<file path="src/rtl/multiplier_pkg.sv">
// Shared constants and helpers for the structural array multiplier.
package multiplier_pkg;

    localparam int DEFAULT_WIDTH = 2;

    function automatic int calc_pw(input int width);
        return 2 * width;
    endfunction

    // Behavioural reference product, wide enough for the largest legal WIDTH.
    function automatic logic [31:0] mult_ref(input logic [15:0] a, input logic [15:0] b);
        return {16'd0, a} * {16'd0, b};
    endfunction

endpackage

</file>
<file path="src/rtl/full_adder.sv">
// One-bit full adder cell; half-adder positions tie cin to zero.
module full_adder (
    input  logic a,
    input  logic b,
    input  logic cin,
    output logic s,
    output logic cout
);

    assign s    = a ^ b ^ cin;
    assign cout = (a & b) | (cin & (a ^ b));

endmodule

</file>
<file path="src/rtl/multiplier_2x2.sv">
// Unsigned structural array multiplier (AND plane + ripple adder rows) with a registered output.
module multiplier_2x2
    import multiplier_pkg::*;
#(
    parameter  int WIDTH = DEFAULT_WIDTH,
    localparam int PW    = calc_pw(WIDTH)
) (
    input  logic             clk,
    input  logic             rst_n,
    input  logic             in_valid,
    input  logic [WIDTH-1:0] A,
    input  logic [WIDTH-1:0] B,
    output logic [PW-1:0]    P,
    output logic             out_valid
);

    logic [WIDTH-1:0] pp_s [WIDTH];
    logic [WIDTH-1:0] low_s;
    logic [PW-1:0]    prod_s;
    logic [PW-1:0]    p_d, p_q;
    logic             out_valid_d, out_valid_q;

    genvar i, j;

    for (i = 0; i < WIDTH; i++) begin : g_pp
        assign pp_s[i] = A & {WIDTH{B[i]}};
    end

    // Each row retires one product bit into low_s and passes its upper WIDTH bits on.
    for (i = 0; i < WIDTH; i++) begin : g_row
        logic [WIDTH-1:0] upper_s;
        if (i == 0) begin : g_first
            assign upper_s  = {1'b0, pp_s[0][WIDTH-1:1]};
            assign low_s[0] = pp_s[0][0];
        end else begin : g_add
            for (j = 0; j < WIDTH; j++) begin : g_bit
                logic cin_s, s_s, cout_s;
                if (j == 0) begin : g_cin0
                    assign cin_s    = 1'b0;
                    assign low_s[i] = s_s;
                end else begin : g_cinj
                    assign cin_s        = g_bit[j-1].cout_s;
                    assign upper_s[j-1] = s_s;
                end
                if (j == WIDTH - 1) begin : g_top
                    assign upper_s[WIDTH-1] = cout_s;
                end
                full_adder u_fa (
                    .a    (pp_s[i][j]),
                    .b    (g_row[i-1].upper_s[j]),
                    .cin  (cin_s),
                    .s    (s_s),
                    .cout (cout_s)
                );
            end
        end
    end

    assign prod_s = {g_row[WIDTH-1].upper_s, low_s};

    // Capture only on valid cycles so idle (possibly X) operands never reach P.
    always_comb begin
        p_d         = p_q;
        out_valid_d = in_valid;
        if (in_valid) begin
            p_d = prod_s;
        end else begin
            p_d = p_q;
        end
    end

    // Output register with asynchronous clear.
    always_ff @(posedge clk or negedge rst_n) begin
        if (!rst_n) begin
            p_q         <= {PW{1'b0}};
            out_valid_q <= 1'b0;
        end else begin
            p_q         <= p_d;
            out_valid_q <= out_valid_d;
        end
    end

    assign P         = p_q;
    assign out_valid = out_valid_q;

endmodule

</file>
<file path="config.mk">
export PLATFORM = sky130hd
export DESIGN_NAME = multiplier_2x2
export DESIGN_NICKNAME = d
export VERILOG_FILES = /design/src/rtl/multiplier_pkg.sv /design/src/rtl/full_adder.sv /design/src/rtl/multiplier_2x2.sv
export SDC_FILE = /design/constraint.sdc
export NUM_CORES = 1
export LEC_CHECK = 0
export BUFFER_PORTS_ARGS = -buffer_cell sky130_fd_sc_hd__buf_2
export CAP_MARGIN = 5
export CORE_AREA = 2 2 39 41
export DETAILED_ROUTE_END_ITERATION = 8
export DIE_AREA = 0 0 41 43
export GPL_TIMING_DRIVEN = 0
export HOLD_SLACK_MARGIN = 0.15
export PLACE_DENSITY = 0.49
export SLEW_MARGIN = 25
export SYNTH_ARGS = -nofsm -noshare
export SYNTH_HDL_FRONTEND = slang
export SYNTH_HIERARCHICAL = 1
export SYNTH_SLANG_ARGS = --single-unit
export TNS_END_PERCENT = 10
</file>
<file path="constraint.sdc">
create_clock -name clk -period 0.8 [get_ports clk]
set_input_delay 0.04 -clock clk [delete_from_list [all_inputs] [get_ports clk]]
set_output_delay 0.04 -clock clk [all_outputs]
set_load 0.05 [all_outputs]
</file>
==> results of run 1 <==
==> power breakdown <==
| group | switching [mW] | total [mW] | internal (mW) |
|---|---|---|---|
| logic | 0.173 | 0.314 | 0.141 |
| clock network | 0.0896 | 0.277 | 0.188 |
| registers | 0.0223 | 0.310 | 0.288 |
==> cell usage after synthesis <==
cell                      count  area, µm²
sky130_fd_sc_hd__conb_1       1      3.750
sky130_fd_sc_hd__mux2_2       3      33.78
sky130_fd_sc_hd__dfrtp_1      5      125.1
sky130_fd_sc_hd__and2_1       3      18.77
sky130_fd_sc_hd__fa_1         2      40.04
sky130_fd_sc_hd__o21ai_0      1      5.000
sky130_fd_sc_hd__inv_1        1      3.750
sky130_fd_sc_hd__nand3_1      1      5.000
==> what timing repair did <==
| action | in CTS | in global routing |
|---|---|---|
| pin swaps | 1 | 1 |
| gates resized for setup | 13 | 2 |
| endpoints found under the setup margin | 8 | 8 |
| hold endpoints to repair | 7 | 2 |
| gates cloned | 0 | 0 |
==> registers in the layout, indices dropped and copies added (netlist names) <==
signal     flops
P              4
out_valid      1
==> area by class of cell <==
cell class                 instances  area [µm²]  area share, %
tap                               16       20.02          4.585
sequential                         5       125.1          28.65
inverter                           1       3.754         0.8596
clock buffer                       4       26.28          6.017
timing repair buffer              14       135.1          30.95
multi-input combinational         12       126.4          28.94
==> worst paths after layout <==
path / endpoint / slack (ps) / start
max reg2reg: P[2] / 40 / P[2]
min reg2reg: P[1] / 520 / P[1]
max in group asynchronous: out_valid / 510 / rst_n
min: out_valid / 10 / in_valid
max: P[2] / -370 / B[0]
min in group asynchronous: P[2] / 160 / rst_n
==> cell families (layout without fill, tap and decap cells) <==
group / count (synthesis) / after routing / share of synthesized area (%)
flip-flops: 5 / 5 / 53.19
AND/OR/NAND/NOR: 4 / 4 / 10.11
multiplexers: 3 / 3 / 14.36
adder cells (fa/ha/maj): 2 / 2 / 17.02
other: 1 / 2 / 1.594
AO/OA/AOI/OAI: 1 / 1 / 2.126
buffers and inverters: 1 / 19 / 1.594
==> worst max-delay path, cell delays in order <==
cell and delay, ps:
sky130_fd_sc_hd__buf_6 90, sky130_fd_sc_hd__and2_4 150, sky130_fd_sc_hd__fa_2 350, sky130_fd_sc_hd__fa_2 400, sky130_fd_sc_hd__mux2_4 260
==> stage by stage <==
stage / utilization (%) / worst slack (ps) / power (mW) / cells
global placement: 23.51 / -699.8 / 0.5595 / 45
detailed placement: 23.51 / -696.0 / 0.5595 / 45
floorplan: - / -210.7 / 0.4898 / 18
finish: 31.56 / -371.0 / 0.9019 / 52
CTS: 30.65 / -368.5 / 0.9182 / 52
global route: 31.56 / -387.7 / 0.9678 / 52
==> per-layer routing <==
| metal | wire length [µm] | part of all wire [%] | vias to the layer above | track usage (%) |
|---|---|---|---|---|
| li1 | - | - | 91 | - |
| met1 | 194 | 42 | 93 | 7.973 |
| met2 | 237 | 52 | 4 | 10.94 |
| met3 | 29 | 6.3 | 0 | 6.806 |
| met4 | 0 | 0 | 0 | 4.000 |
| met5 | 0 | 0 | - | 0 |
==> placed cells by master (no fill, tap or decap) <==
cell type                       count
sky130_fd_sc_hd__and2_4             3
sky130_fd_sc_hd__buf_2              3
sky130_fd_sc_hd__buf_6              8
sky130_fd_sc_hd__clkbuf_1           1
sky130_fd_sc_hd__clkbuf_4           3
sky130_fd_sc_hd__conb_1             2
sky130_fd_sc_hd__dfrtp_1            5
sky130_fd_sc_hd__dlygate4sd3_1      3
sky130_fd_sc_hd__fa_2               2
sky130_fd_sc_hd__inv_1              1
sky130_fd_sc_hd__mux2_2             2
sky130_fd_sc_hd__mux2_4             1
sky130_fd_sc_hd__nand3_1            1
sky130_fd_sc_hd__o21ai_0            1
==> impl_summary.md, run 1 <==
Floorplan
The die is 41 µm wide. The initialized floorplan defines 14 standard-cell rows. The floorplan step set the die height to roughly 43 µm. The core box area is about 0.0014 mm². The initial standard-cell utilization of the core is ~17%. The count of boundary I/O pins is 12.

The die covers between 0.0015 and 0.002 mm².

Clock tree
The total CTS buffers is 3. TritonCTS built the clock tree. The maximum root-to-sink buffer count is 2. The number of sinks on the clock net is 5. CTS placed an instance of sky130_fd_sc_hd__clkbuf_4 at the clock tree root. The insertion delay to the later sink of the worst-skew pair is 230 ps. The count of hold buffers inserted by post-cts repair is 3. The level count of the clock H-tree is 1. The number of setup buffers added after CTS is 0. The post-CTS clock slew at the launch and capture registers of the worst setup and hold paths is around 40 ps.

Global route
The number of antenna violations at the first check in global routing is 0. The number of global-route vias before repair was 220. For this run, the total global-route usage over all layers was measured as 7.911%.

The global-route congestion overflow total is 0. Entering global routing, the biggest net connects 7 pins. The global-route wire length before repair is roughly 860 µm.

Timing
The final setup TNS is -743.1 ps. The final critical path takes up 146.4% of the cycle. The clock arrives with 0 ps of skew. Timing would allow up to roughly 0.85 GHz.

The number of max-slew violations in the final report was 0. The worst setup margin is -371.0 ps. For the finished layout, the period the worst path requires is approximately 1200 ps. The final hold violation count was 0.

Setup violations remaining at the end of the flow were counted as 7. Setup repair after global routing could not meet its margin everywhere. Hold timing on the final database bottoms out at a slack of around 10 ps.

Synthesis
After synthesis the netlist holds a flip-flop and latch count of 5. The number of different library cells in the post-synthesis netlist is 8. The share of the Yosys chip area taken by registers is 53.19%.

The cell area after synthesis is 235.2 µm². The synthesized instance count is 17. The total of warnings raised by yosys is 6. The mean instance size in the synthesized netlist is around 14 µm².

Status
The checks that failed: setup timing. The flow ran to the end, but the final reports show violations.

Worst hold path
Along the worst hold path, the cell count comes to 1. The worst hold-check path type is in2reg.

Placed design
The weighted congestion at the end of routability-driven global placement is 0.6355. Buffers placed on the I/O ports in this run total 11. Summing all placed instances gives a cell area of 325.3 µm². The detailed placer's ending HPWL is between 300 and 400 µm.

Cells and area
The post-route cell area is roughly 440 µm². The fraction of final layout cells with drive strength greater than 1 is slightly above 60%. Fill cells in the final layout number between 150 and 200. The number of antenna diodes in the final layout is 0. Relative to the synthesized area, the layout overhead comes to 85.64%. The net count of the finished layout is 46.

Routing
For this run, the detailed router's first-pass iteration total came to 1. In the routed design, unresolved DRC markers number 0. After detailed routing, the average wire length per cell comes to a little under 9 µm. The total number of vias is 188. Wires add up to ~460 µm. The residual antenna-violating net count after detailed routing is 0.

The number of DRC violations after detailed-routing iteration 0 is 0. The average vias per placed instance is between 3 and 4.

Pwr
Power spread over the standard cell area amounts to approximately 2100 mW/mm². Across the VDD grid, the largest voltage drop is 0.8289 mV. The static power due to leakage is between 0.2 and 0.25 nW.

Critical path
The number of cell instances on the worst register-to-register path is 1. Of all nets on the critical path, the largest fanout is 2. The kind of critical path is in2reg. The nature of the critical path endpoint is a flop. The worst endpoint required time is around 920 ps.

The type of origin of the critical path is a primary input. The endpoint arrival time on the critical path is roughly 1300 ps.

Run
The tool flagged a number of max-cap violations equal to 0.
Power figures use the tool's default switching activity.
==> inputs of run 2 (changes only) <==
--- a/config.mk
+++ b/config.mk
@@ -7,9 +7,9 @@
 export LEC_CHECK = 0
 export BUFFER_PORTS_ARGS = -buffer_cell sky130_fd_sc_hd__buf_2
 export CAP_MARGIN = 5
-export CORE_AREA = 2 2 39 41
+export CORE_AREA = 10 10 47 49
 export DETAILED_ROUTE_END_ITERATION = 8
-export DIE_AREA = 0 0 41 43
+export DIE_AREA = 0 0 57 59
 export GPL_TIMING_DRIVEN = 0
 export HOLD_SLACK_MARGIN = 0.15
 export PLACE_DENSITY = 0.49
==> impl_summary.md, run 2 (synthesized netlist as in run 1, its figures left out) <==
Worst hold path
The worst hold-check path type is in2reg.

Cells and area
The area taken by flip-flops and latches is 125.1 µm² (unchanged). The most frequent standard cell in the layout excluding fill and tap cells is sky130_fd_sc_hd__buf_6. The number of diodes added for antenna fixing is 0 (unchanged). The post-route cell area is 435.4 µm² (-0.29%). The total of fill cells in the finished design is 152 (unchanged). Leaving out fill and tap cells, the most frequent cells in the layout are 6 x sky130_fd_sc_hd__buf_6, 5 x sky130_fd_sc_hd__dfrtp_1, 5 x sky130_fd_sc_hd__buf_2. The number of flip-flops in the largest register is 4 (unchanged).

The utilization after layout is 31.07% (-0.48 points). The synthesis-to-layout area growth is 85.11%. The number of standard cells in the layout, taps in and fillers out came to 53 (+1.9%). The multi-input logic area is 130.1 µm² (+3.0%). The fraction of final layout cells with drive strength greater than 1 is 62.16% (+1.1 points). The number of nets at the end of the flow is 47 (+2.2%).

Run
The max capacitance violation total is 0 (unchanged).

Routing
The total number of vias came to 190 (+1.1%). The count of TritonRoute iterations in the first routing pass is 1 (unchanged). The number of DRC violations after detailed-routing iteration 0 is 0 (unchanged). The residual antenna-violating net count after detailed routing is 0 (unchanged).

The total met2 wirelength after detailed routing is 349 µm (+47%). The average vias per placed instance is 3.585 (-0.84%). The length of routed met3 wiring is 51 µm (+76%). The routed wirelength normalized by instance count was 11.00 µm (+24%). The length of routed wiring on met1 is 181 µm (-6.7%). After detailed routing, no signal wire sits above met3. The total wire length after detailed routing came to 583 µm (+27%). The remaining routing DRC violations is 0 (unchanged).

Critical path
The most repeated library cell on the critical path is sky130_fd_sc_hd__fa_2. The critical path goes through buf_6 > and2_4 > fa_2 > fa_2 > mux2_4. The largest fanout of any net on the critical path is 2 (unchanged). STA classifies the critical path startpoint as a primary input. The peak per-stage delay on the critical path is 400 ps (about the same).

The combined buffer and inverter count along the critical path came to 1 (unchanged). The worst setup path is captured at a flop. The master of the slowest instance on the critical path is sky130_fd_sc_hd__fa_2. The worst endpoint required time came to 920 ps (about the same).

The kind of cell with the highest combined delay along the critical path is adder cells. The kind of critical path is in2reg. The endpoint arrival time on the critical path is 1300 ps (about the same).

Clock tree
The maximum root-to-sink buffer count was 2 (unchanged). The post-CTS clock slew at the launch and capture registers of the worst setup and hold paths is 40 ps (about the same). The level count of the clock H-tree is 1 (unchanged). The root buffer cell chosen for the clock tree is sky130_fd_sc_hd__clkbuf_4. The number of sinks on the clock net is 5 (unchanged). The total CTS buffers was 3 (unchanged). The insertion delay to the later sink of the worst-skew pair is 230 ps (about the same).

The CTS tree is built. The count of hold buffers inserted by post-cts repair was 3 (unchanged).

Floorplan
The core box area came to 0.001401 mm² (+1.3%). The initial standard-cell utilization of the core is 16.79% (-0.21 points). The count of boundary I/O pins was 12 (unchanged).

The cell row count is 14 (unchanged). The horizontal die dimension is 57 µm (+39%). The area of the die came to 0.003363 mm² (+91%). The die outline height was 59 µm (+37%).

Global route
The global-route congestion overflow total is 0 (unchanged). The aggregate global-route resource usage came to 4.024% (-3.9 points). The largest net degree at the start of global routing is 7 (unchanged).

The number of antenna violations at the first check in global routing is 0 (unchanged). The global-route wire length before repair came to 979 µm (+15%). The number of global-route vias before repair came to 220 (unchanged).

Timing
The minimum clock period is 1181 ps (+9.609 ps). The number of max-slew violations in the final report was 0 (unchanged). The final setup TNS was -779.6 ps (-36.50 ps). The highest clock rate is 0.8470 GHz (-0.81%). The total setup violations reported at the end of the flow is 7 (unchanged).

The setup clock skew after layout is 0 ps (unchanged). Setup repair after global routing could not meet its margin everywhere. The worst setup margin is -380.6 ps (-9.609 ps). The final hold slack is 13.82 ps (+3.434 ps). The final period utilization is 147.6% (+1.2 points). The final hold violation count was 0 (unchanged).

Pwr
The final total power came to 0.9118 mW (+1.1%). The power per standard cell area is 2094 mW/mm² (+1.4%). The static power due to leakage is 0.2097 nW (+1.9%). The peak supply drop is 0.8683 mV (+4.8%).

Placed design
The standard cell area after detailed placement is 325.3 µm² (unchanged). The pre-CTS setup slack came to -698.7 ps (-2.681 ps). The cell total after placement was 45 (unchanged). The number of input and output port buffers inserted is 11 (unchanged). The detailed placer's ending HPWL was 472.4 µm (+35%).

The weighted congestion at the end of routability-driven global placement is 0.6597 (+3.8%).

Status
The final reports fail on setup timing. The flow ran to the end, but the final reports show violations.
-- run 2: final timing paths --
path                       startpoint   endpoint  slack, ps  cells after the start
max in group asynchronous       rst_n  out_valid        520                      2
setup / recovery                 A[1]       P[2]       -380                      5
min in group asynchronous       rst_n       P[2]        150                      2
setup reg to reg                 P[3]       P[3]         30                      1
hold / removal               in_valid  out_valid         10                      1
hold reg to reg                  P[1]       P[1]        530                      1
-- run 2: where the power goes --
group	leakage (nW)	internal [mW]	switching (mW)	total [mW]
sequential	0.0609	0.288	0.0226	0.311
combinational	0.134	0.142	0.178	0.319
clock	0.0150	0.188	0.0938	0.282
-- run 2: timing repair --
action,4_1_cts,5_1_grt
resized for setup,12,2
pin swaps,3,1
setup buffers,1,0
gates cloned,0,0
hold endpoints to repair,7,1
endpoints found under the setup margin,8,9
-- run 2: cell type report --
type,count,area share (%)
repair buffers,15,29.89
multi-input cells,12,29.89
well taps,16,4.598
clock buffers,4,6.034
inverters,1,0.8621
flip-flops and latches,5,28.74
-- run 2: routing by layer --
metal  track usage (%)  vias up
li1                  -       93
met1             3.337       94
met2             6.357        3
met3             3.219        0
met4             3.020        0
met5                 0        -
